--- config.mk ---
export PLATFORM = sky130hd
export DESIGN_NAME = evm_result_reader
export DESIGN_NICKNAME = d
export VERILOG_FILES = /design/src/rtl/evm_result_reader.sv
export SDC_FILE = /design/constraint.sdc
export NUM_CORES = 1
export LEC_CHECK = 0
export CAP_MARGIN = 20
export CORE_MARGIN = 2
export CORE_UTILIZATION = 40
export CTS_CLUSTER_DIAMETER = 100
export DETAILED_ROUTE_END_ITERATION = 8
export HOLD_SLACK_MARGIN = 0.08
export SLEW_MARGIN = 20
export SYNTH_ARGS = -nofsm -noshare
export SYNTH_HDL_FRONTEND = slang
export SYNTH_SLANG_ARGS = --single-unit
--- constraint.sdc ---
create_clock -name clk -period 1.9 [get_ports clk]
set_input_delay 0.285 -clock clk [delete_from_list [all_inputs] [get_ports clk]]
set_output_delay 0.285 -clock clk [all_outputs]
set_load 0.05 [all_outputs]
--- src/rtl/evm_result_reader.sv ---
// evm_result_reader
// Readout companion for the EVM voting controller. After a session closes it
// walks the controller's result selects (three candidates, then the winner),
// captures each record and ships it as an 8N1 UART byte stream:
//   per record: header {4'b1010, name, invalid, winner}, then value byte.
// Optional feature macro: EVM_RDR_CHECKSUM_EN
//   defined   -> a ninth byte (XOR of the eight record bytes) closes the frame
//   undefined -> eight-byte frame, no checksum register
module evm_result_reader #(
    parameter int WIDTH        = 7,
    parameter int CLKS_PER_BIT = 16
) (
    input  logic             clk,
    input  logic             rst,
    input  logic             start,
    input  logic [1:0]       evm_candidate_name,
    input  logic             evm_invalid_results,
    input  logic [WIDTH-1:0] evm_results,
    output logic [1:0]       display_results,
    output logic             display_winner,
    output logic             tx,
    output logic             busy,
    output logic             done
);

    // Parameter sanity: counts must fit the 8-bit value byte, and a bit must
    // last at least two cycles.
    generate
        if (WIDTH > 8) begin : g_bad_width
            $error("evm_result_reader: WIDTH must be <= 8");
        end
        if (CLKS_PER_BIT < 2) begin : g_bad_baud
            $error("evm_result_reader: CLKS_PER_BIT must be >= 2");
        end
    endgenerate

    localparam int            CW       = (CLKS_PER_BIT > 2) ? $clog2(CLKS_PER_BIT) : 1;
    localparam logic [CW-1:0] CNT_LAST = CW'(CLKS_PER_BIT - 1);

    typedef enum logic [2:0] {
        IDLE,
        SELECT,
        SETTLE,
        TX_START,
        TX_DATA,
        TX_STOP,
        DONE
    } state_t;

    typedef enum logic [1:0] {
        BYTE_HDR,
        BYTE_VAL,
        BYTE_CHK
    } byte_t;

    state_t        state_reg;
    byte_t         byte_reg;
    logic [1:0]    rec_reg;
    logic [CW-1:0] cnt_reg;
    logic [2:0]    bit_reg;
    logic [7:0]    shift_reg;
    logic [7:0]    val_reg;
`ifdef EVM_RDR_CHECKSUM_EN
    logic [7:0]    chk_reg;
`endif

    logic [7:0]    val_ext;
    logic [7:0]    hdr_next;
    logic [1:0]    rec_inc;

    // Zero-extend the controller count to a full value byte.
    generate
        for (genvar gi = 0; gi < 8; gi++) begin : g_val_ext
            if (gi < WIDTH) begin : g_bit
                assign val_ext[gi] = evm_results[gi];
            end else begin : g_pad
                assign val_ext[gi] = 1'b0;
            end
        end
    endgenerate

    // Header for the record currently selected; the winner flag marks r == 3.
    assign hdr_next = {4'b1010, evm_candidate_name, evm_invalid_results, (rec_reg == 2'd3)};
    assign rec_inc  = rec_reg + 2'd1;

    // Readout sequencer and UART transmitter; every output is a register.
    always_ff @(posedge clk or negedge rst) begin
        if (!rst) begin
            state_reg       <= IDLE;
            byte_reg        <= BYTE_HDR;
            rec_reg         <= 2'd0;
            cnt_reg         <= '0;
            bit_reg         <= 3'd0;
            shift_reg       <= 8'd0;
            val_reg         <= 8'd0;
`ifdef EVM_RDR_CHECKSUM_EN
            chk_reg         <= 8'd0;
`endif
            display_results <= 2'b00;
            display_winner  <= 1'b0;
            tx              <= 1'b1;
            busy            <= 1'b0;
            done            <= 1'b0;
        end else begin
            done <= 1'b0;
            case (state_reg)
                IDLE: begin
                    tx   <= 1'b1;
                    busy <= 1'b0;
                    if (start) begin
                        state_reg       <= SELECT;
                        rec_reg         <= 2'd0;
                        busy            <= 1'b1;
                        display_results <= 2'b00;
                        display_winner  <= 1'b0;
`ifdef EVM_RDR_CHECKSUM_EN
                        chk_reg         <= 8'd0;
`endif
                    end
                end

                // Selects were driven on entry; give the controller a cycle.
                SELECT: begin
                    state_reg <= SETTLE;
                end

                // Capture the record and launch its header start bit.
                SETTLE: begin
                    shift_reg <= hdr_next;
                    val_reg   <= val_ext;
`ifdef EVM_RDR_CHECKSUM_EN
                    chk_reg   <= chk_reg ^ hdr_next ^ val_ext;
`endif
                    byte_reg  <= BYTE_HDR;
                    cnt_reg   <= '0;
                    tx        <= 1'b0;
                    state_reg <= TX_START;
                end

                TX_START: begin
                    if (cnt_reg == CNT_LAST) begin
                        cnt_reg   <= '0;
                        bit_reg   <= 3'd0;
                        tx        <= shift_reg[0];
                        state_reg <= TX_DATA;
                    end else begin
                        cnt_reg <= cnt_reg + 1'b1;
                    end
                end

                // Data bits LSB first; shift_reg[0] is always the bit on the line.
                TX_DATA: begin
                    if (cnt_reg == CNT_LAST) begin
                        cnt_reg <= '0;
                        if (bit_reg == 3'd7) begin
                            tx        <= 1'b1;
                            state_reg <= TX_STOP;
                        end else begin
                            bit_reg   <= bit_reg + 3'd1;
                            tx        <= shift_reg[1];
                            shift_reg <= {1'b0, shift_reg[7:1]};
                        end
                    end else begin
                        cnt_reg <= cnt_reg + 1'b1;
                    end
                end

                // End of a byte: chain the next byte with no gap, move to the
                // next record, or close the frame.
                TX_STOP: begin
                    if (cnt_reg == CNT_LAST) begin
                        cnt_reg <= '0;
                        case (byte_reg)
                            BYTE_HDR: begin
                                shift_reg <= val_reg;
                                byte_reg  <= BYTE_VAL;
                                tx        <= 1'b0;
                                state_reg <= TX_START;
                            end
                            BYTE_VAL: begin
                                if (rec_reg != 2'd3) begin
                                    rec_reg         <= rec_inc;
                                    display_results <= (rec_inc == 2'd3) ? 2'b00 : rec_inc;
                                    display_winner  <= (rec_inc == 2'd3);
                                    state_reg       <= SELECT;
                                end else begin
`ifdef EVM_RDR_CHECKSUM_EN
                                    shift_reg <= chk_reg;
                                    byte_reg  <= BYTE_CHK;
                                    tx        <= 1'b0;
                                    state_reg <= TX_START;
`else
                                    done            <= 1'b1;
                                    display_results <= 2'b00;
                                    display_winner  <= 1'b0;
                                    state_reg       <= DONE;
`endif
                                end
                            end
                            default: begin
                                done            <= 1'b1;
                                display_results <= 2'b00;
                                display_winner  <= 1'b0;
                                state_reg       <= DONE;
                            end
                        endcase
                    end else begin
                        cnt_reg <= cnt_reg + 1'b1;
                    end
                end

                DONE: begin
                    busy      <= 1'b0;
                    state_reg <= IDLE;
                end

                default: begin
                    state_reg <= IDLE;
                end
            endcase
        end
    end

endmodule

Yosys cells after proc, flatten, opt, wreduce, memory -nomap -nowiden:

Cells that the tools add are included.

* add/subtract/negate cells: 3
* reduce and logical (&&, ||, !) cells: 17
* eq/ne operators: 22
* multiplexer cells: 49

Operators with widths (count)
* 2-to-1 mux 8 bit: 4
* 2-to-1 mux 3 bit: 9
* case mux 8 bit (3 select lines): 1
* AND reduction 5 bit: 4
* 2-to-1 mux 2 bit: 9
* != test 2 bit, second input constant: 9
* case mux 3 bit (6 select lines): 1
* case mux 2 bit (2 select lines): 4
* == test 3 bit, second input constant: 4
* 2-to-1 mux 1 bit: 12
* case mux 3 bit (2 select lines): 2
* nonzero test 2 bit: 5
* case mux 1 bit (2 select lines): 4
* case mux 4 bit (2 select lines): 1
* AND reduction 4 bit: 2
* == test 3 x 2 -> 1 bit, second input constant: 2
* case mux 1 bit (5 select lines): 1
* nonzero test 5 bit: 1
* adder 4 x 1 -> 4 bit, second input constant: 1
* == test 2 bit, second input constant: 2
* == test 4 bit, second input constant: 1
* 2-to-1 mux 4 bit: 1
* != test 2 x 1 -> 1 bit, second input constant: 2
* adder 3 x 1 -> 3 bit, second input constant: 1
* other kinds (8): 8

* register bits: 35
* output and inout bits: 6

Longest topological paths before layout:

* depth in word-level cells: 7
* mapped depth: 8
* mapped depth without buffers: 6

Worst setup path after synthesis:

No wires, ideal clock.

* path type: flip-flop to flip-flop
* start: register bit_reg[0]
* end: register shift_reg[1]
* arrival time: 1676 ps
* stages on the path, launching flop included: 8
* library setup time: 125 ps
* path buffers: 2
* path slack: 99 ps
* data required time: 1775 ps
* path through: dfrtp_1 ha_1 ha_1 clkbuf_1 mux2i_1 a31oi_4 buf_6 mux2_4

* longest elaborated chain between the ends: 3

RTL lines
* start, declared: RTL line 60 `logic [2:0] bit_reg;`
* start signal, assigned: RTL line 159 `bit_reg <= bit_reg + 3'd1;`
* == test 3 bit: RTL line 155 `if (bit_reg == 3'd7) begin`
* != test 2 bit (no line)
* AND reduction 5 bit (no line)
* end signal, assigned: RTL line 129 `shift_reg <= hdr_next;`
* end signal, assigned: RTL line 161 `shift_reg <= {1'b0, shift_reg[7:1]};`
* end signal, assigned: RTL line 175 `shift_reg <= val_reg;`
* end, declared: RTL line 61 `logic [7:0] shift_reg;`

No other way between the ends.
A chain may end at the register's enable or synchronous reset.

Worst setup path in the final report:

* start: register bit_reg[0]
* end: register state_reg[2]

* longest elaborated chain between the ends: 3

RTL lines
* == test 3 bit: RTL line 155
* != test 2 bit (no line)
* AND reduction 5 bit (no line)
* end signal, assigned: RTL line 145 `state_reg <= TX_DATA;`
* end signal, assigned: RTL line 157 `state_reg <= TX_STOP;`
* end signal, assigned: RTL line 178 `state_reg <= TX_START;`
* end, declared: RTL line 56 `state_t state_reg;`

No other way between the ends.

==> results.md <==
Run status:
- The run finished with clean final reports.

Die:
- The horizontal die dimension is between 70 and 80 um.
- Pin placement for this block handled 19 I/O pins.
- The floorplan step defined a die boundary enclosing roughly 0.0056 mm2.
- The initial utilization of the core area, before any placement, comes to a little over two fifths.
- The vertical extent of the die is about 75 um.
- The core region is around 0.0048 mm2.
- The initialized floorplan defines 25 standard-cell rows.

Clocking:
- The H-tree depth is 2.
- The clock tree from TritonCTS is yes.
- Clock-pin slew was measured on the worst setup and hold paths at roughly 0.070 ns.
- The clock tree root driver cell is sky130_fd_sc_hd__clkbuf_8.
- The number of buffers inserted to repair setup after CTS is 0.
- The total clock buffers created by CTS is 5.
- No sink is reached through more buffers than the 2 on the longest clock path.
- Clock latency on the worst-skew pair, taken at its later pin, is 0.28 ns.
- The clock drives 34 sinks.
- The post-cts hold buffer count is 0.
- Post-CTS repair changed the size of 0 cells.

Setup path:
- The internal reg-to-reg setup slack is approximately 0.13 ns.
- The arrival time of data at the critical path endpoint is ~2.0 ns.
- The launching element type of the critical path is a register.
- The critical path is of the register to register type.
- The number of cells on the worst reg-to-reg path is 7.
- The largest driver fanout on the critical path is 7.
- STA puts the critical path data required time at 2.10 ns.
- The worst setup path is captured at a register.

Synth:
- By area the synthesized netlist is led by sky130_fd_sc_hd__dfrtp_1 41%, sky130_fd_sc_hd__ha_1 5.6%, sky130_fd_sc_hd__mux2_2 5.6%, sky130_fd_sc_hd__mux2i_1 5.0%, sky130_fd_sc_hd__mux2_4 3.0%.
- The number of nets handed over by synthesis was around 210.
- After synthesis, the most frequently instantiated cells are 33 x sky130_fd_sc_hd__dfrtp_1, 15 x sky130_fd_sc_hd__nor2_1, 11 x sky130_fd_sc_hd__o21ai_0.
- The Yosys step of the flow raised 0 warnings.
- The netlist uses 44 different library cells.
- Of the post-synthesis cell area, the dominant cell type holds about two fifths.
- The sequential element share of the synthesized area is between 40% and 50%.
- The mean post-synth cell area is about 10 um2.
- In this run, synthesis inferred 0 flip-flops with an integrated enable.
- The cell count after synthesis is 192.
- After synthesis the cells add up to 0.002016 mm2.
- In the post-synthesis netlist, the cell with the most instances is sky130_fd_sc_hd__dfrtp_1.
- The async set-or-reset flop fraction in the synthesized netlist is 100.0%.
- The number of synthesized register bits is 34.
- For this run, the leading register cell type out of synthesis is sky130_fd_sc_hd__dfrtp_1.
- sky130_fd_sc_hd__dfrtp_1 takes more of the synthesized area than any other cell.

Timing:
- The max-slew violation count is 0.
- The setup total negative slack is 0 ns.
- The count of final hold-check violations is 0.
- The number of endpoints failing setup at the final stage is 0.
- The routed design could run at a clock period as short as 1.771 ns.
- For this run, the top clock speed supported by timing is around 560 MHz.
- At the pin with the least slew margin, the transition time is roughly 0.50 ns.
- In this run the tightest slew margin relative to its limit is 66.56%.
- The share of the clock period used by the worst path after layout is ~93%.
- The worst setup skew after layout is between 0.006 and 0.007 ns.
- Setup repair after global routing left no endpoint under its margin.

Routing:
- The routed layout has about 1600 vias.
- The violation count after the first detailed-routing iteration is between 80 and 90.
- The via density per instance is between 5 and 6.
- The detail route stage leaves a number of antenna-violating nets equal to 0.
- The routed design has 4196 um of wire.
- The first detailed-routing pass ran for 4 iterations.
- In the routed design, unresolved DRC markers number 0.
- Dividing the detail-routed wire length by the instance count gives around 15 um.

Global routing:
- The first-pass GRT wire length is ~7400 um.
- The overall fraction of global-route tracks in use is ~17%.
- After global routing the overflow that remains totals 0.
- The via count of the first global-routing pass is between 1500 and 2000.
- The pin count of the biggest net entering global routing is 35.
- The initial antenna violation count came to 0.

Place:
- The placer congestion estimate is 0.8919.
- The wire-length estimate of the detail-placed layout is roughly 3000 um.
- The number of buffers inserted by port buffering is 18.
- In this run the cell area measured after placement is around 0.0023 mm2.

Worst hold path:
- The min-delay analysis places its worst path in the category primary input to async pin.

Pwr:
- For this design the static power due to leakage is 1.050 nW.
- The worst-case vdd ir drop is between 0.0006 and 0.0007 V.
- For this design the ratio of total power to cell area is 1498 mW/mm2.

Layout:
- After filler insertion, the fill cell instance count of the layout stands at between 400 and 500.
- The ratio of cells with drive above 1 in the final layout is between 20% and 30%.
- The register with the most flip-flops in the layout has 8 of them.
- The area growth from synthesis to layout is 19.18%.
- After routing the design area is 0.002402 mm2.
- The count of antenna diodes in the layout is 0.
- Summing all flip-flop and latch instances after layout gives about 850 um2.
- The multi-input gate area in the final layout is between 0.001 and 0.0015 mm2.
- The count of nets after finishing is around 240.

Run:
- Max-cap violations in this run came to 0.
## per-layer routing
| metal | track usage, % | vias up | routed length, um |
|---|---|---|---|
| li1 | - | 774 | - |
| met1 | 21.92 | 779 | 1826 |
| met2 | 28.85 | 34 | 2131 |
| met3 | 4.016 | 8 | 182 |
| met4 | 6.349 | 0 | 55 |
| met5 | 0 | - | 0 |
## path summary, 6_finish.rpt
check                               end    startpoint
max                        state_reg[2]    bit_reg[0]
min                          cnt_reg[0]           rst
max reg2reg                state_reg[2]    bit_reg[0]
min reg2reg                shift_reg[7]  shift_reg[7]
max in group asynchronous            tx           rst
min in group clk           shift_reg[7]  shift_reg[7]
## layout make-up
| type | instances | area share [%] |
|---|---|---|
| multi-input cells | 137 | 43.59 |
| flip-flops and latches | 34 | 35.47 |
| repair buffers | 34 | 12.40 |
| clock buffers | 7 | 3.594 |
| well taps | 67 | 3.490 |
| inverters | 8 | 1.250 |
| clock inverters | 1 | 0.2083 |
## worst max-delay path, stage by stage, from the launching register on
cell and delay [ns]:
sky130_fd_sc_hd__dfrtp_1 0.41, sky130_fd_sc_hd__ha_1 0.21, sky130_fd_sc_hd__ha_1 0.20, sky130_fd_sc_hd__buf_4 0.16
sky130_fd_sc_hd__mux2_2 0.28, sky130_fd_sc_hd__nor2_2 0.10, sky130_fd_sc_hd__o21ai_0 0.10, sky130_fd_sc_hd__a211oi_1 0.22
## cells by family (layout without fill, tap and decap cells)
logic type	Yosys count	in the layout	share of synthesized area, %
mux	24	24	13.53
compound gates	57	57	20.05
flops	34	34	42.27
simple gates	47	47	12.48
buf+inv	21	50	6.083
fa+ha+maj	9	9	5.587
## where the power goes
part | switching [W] | internal (W)
clock network | 0.000254 | 0.000292
registers | 0.000274 | 0.00100
logic | 0.000888 | 0.000890
## metrics by stage
stage / worst slack (ns) / total power (W) / instances / utilization [%] / hold WS [ns]
6_report: 0.1290 / 0.003598 / 288 / 50.20 / 0.3886
5_1_grt: 0.0001028 / 0.003894 / 288 / 50.20 / 0.4450
4_1_cts: 0.1072 / 0.003607 / 288 / 50.07 / 0.4179
3_5_place_dp: 0.1249 / 0.003045 / 280 / 48.16 / 0.4809
3_3_place_gp: 0.1789 / 0.002990 / 280 / 48.16 / 0.4664
2_1_floorplan: 0.09872 / 0.002597 / 192 / - / -0.01059
## cell usage in the layout, fill, tap and decap left out, types with 4 or more instances in the layout
master                            netlist  final
sky130_fd_sc_hd__dfrtp_1               33     33
sky130_fd_sc_hd__clkdlybuf4s50_1        0     17
sky130_fd_sc_hd__buf_4                  2     17
sky130_fd_sc_hd__nor2_1                15     14
sky130_fd_sc_hd__o21ai_0               11     11
sky130_fd_sc_hd__mux2_2                10     10
sky130_fd_sc_hd__nand2_1               10     10
sky130_fd_sc_hd__mux2i_1               10      9
sky130_fd_sc_hd__ha_1                   9      9
sky130_fd_sc_hd__inv_1                  8      8
sky130_fd_sc_hd__a21oi_1                7      7
sky130_fd_sc_hd__nor3_1                 6      6
sky130_fd_sc_hd__a31oi_1                6      6
sky130_fd_sc_hd__clkbuf_8               0      6
sky130_fd_sc_hd__o22ai_1                5      5
sky130_fd_sc_hd__nand3_1                4      4
sky130_fd_sc_hd__a211oi_1               4      4
sky130_fd_sc_hd__o2bb2ai_1              4      4
sky130_fd_sc_hd__mux2_4                 4      4
Power figures use the tool's default switching activity.
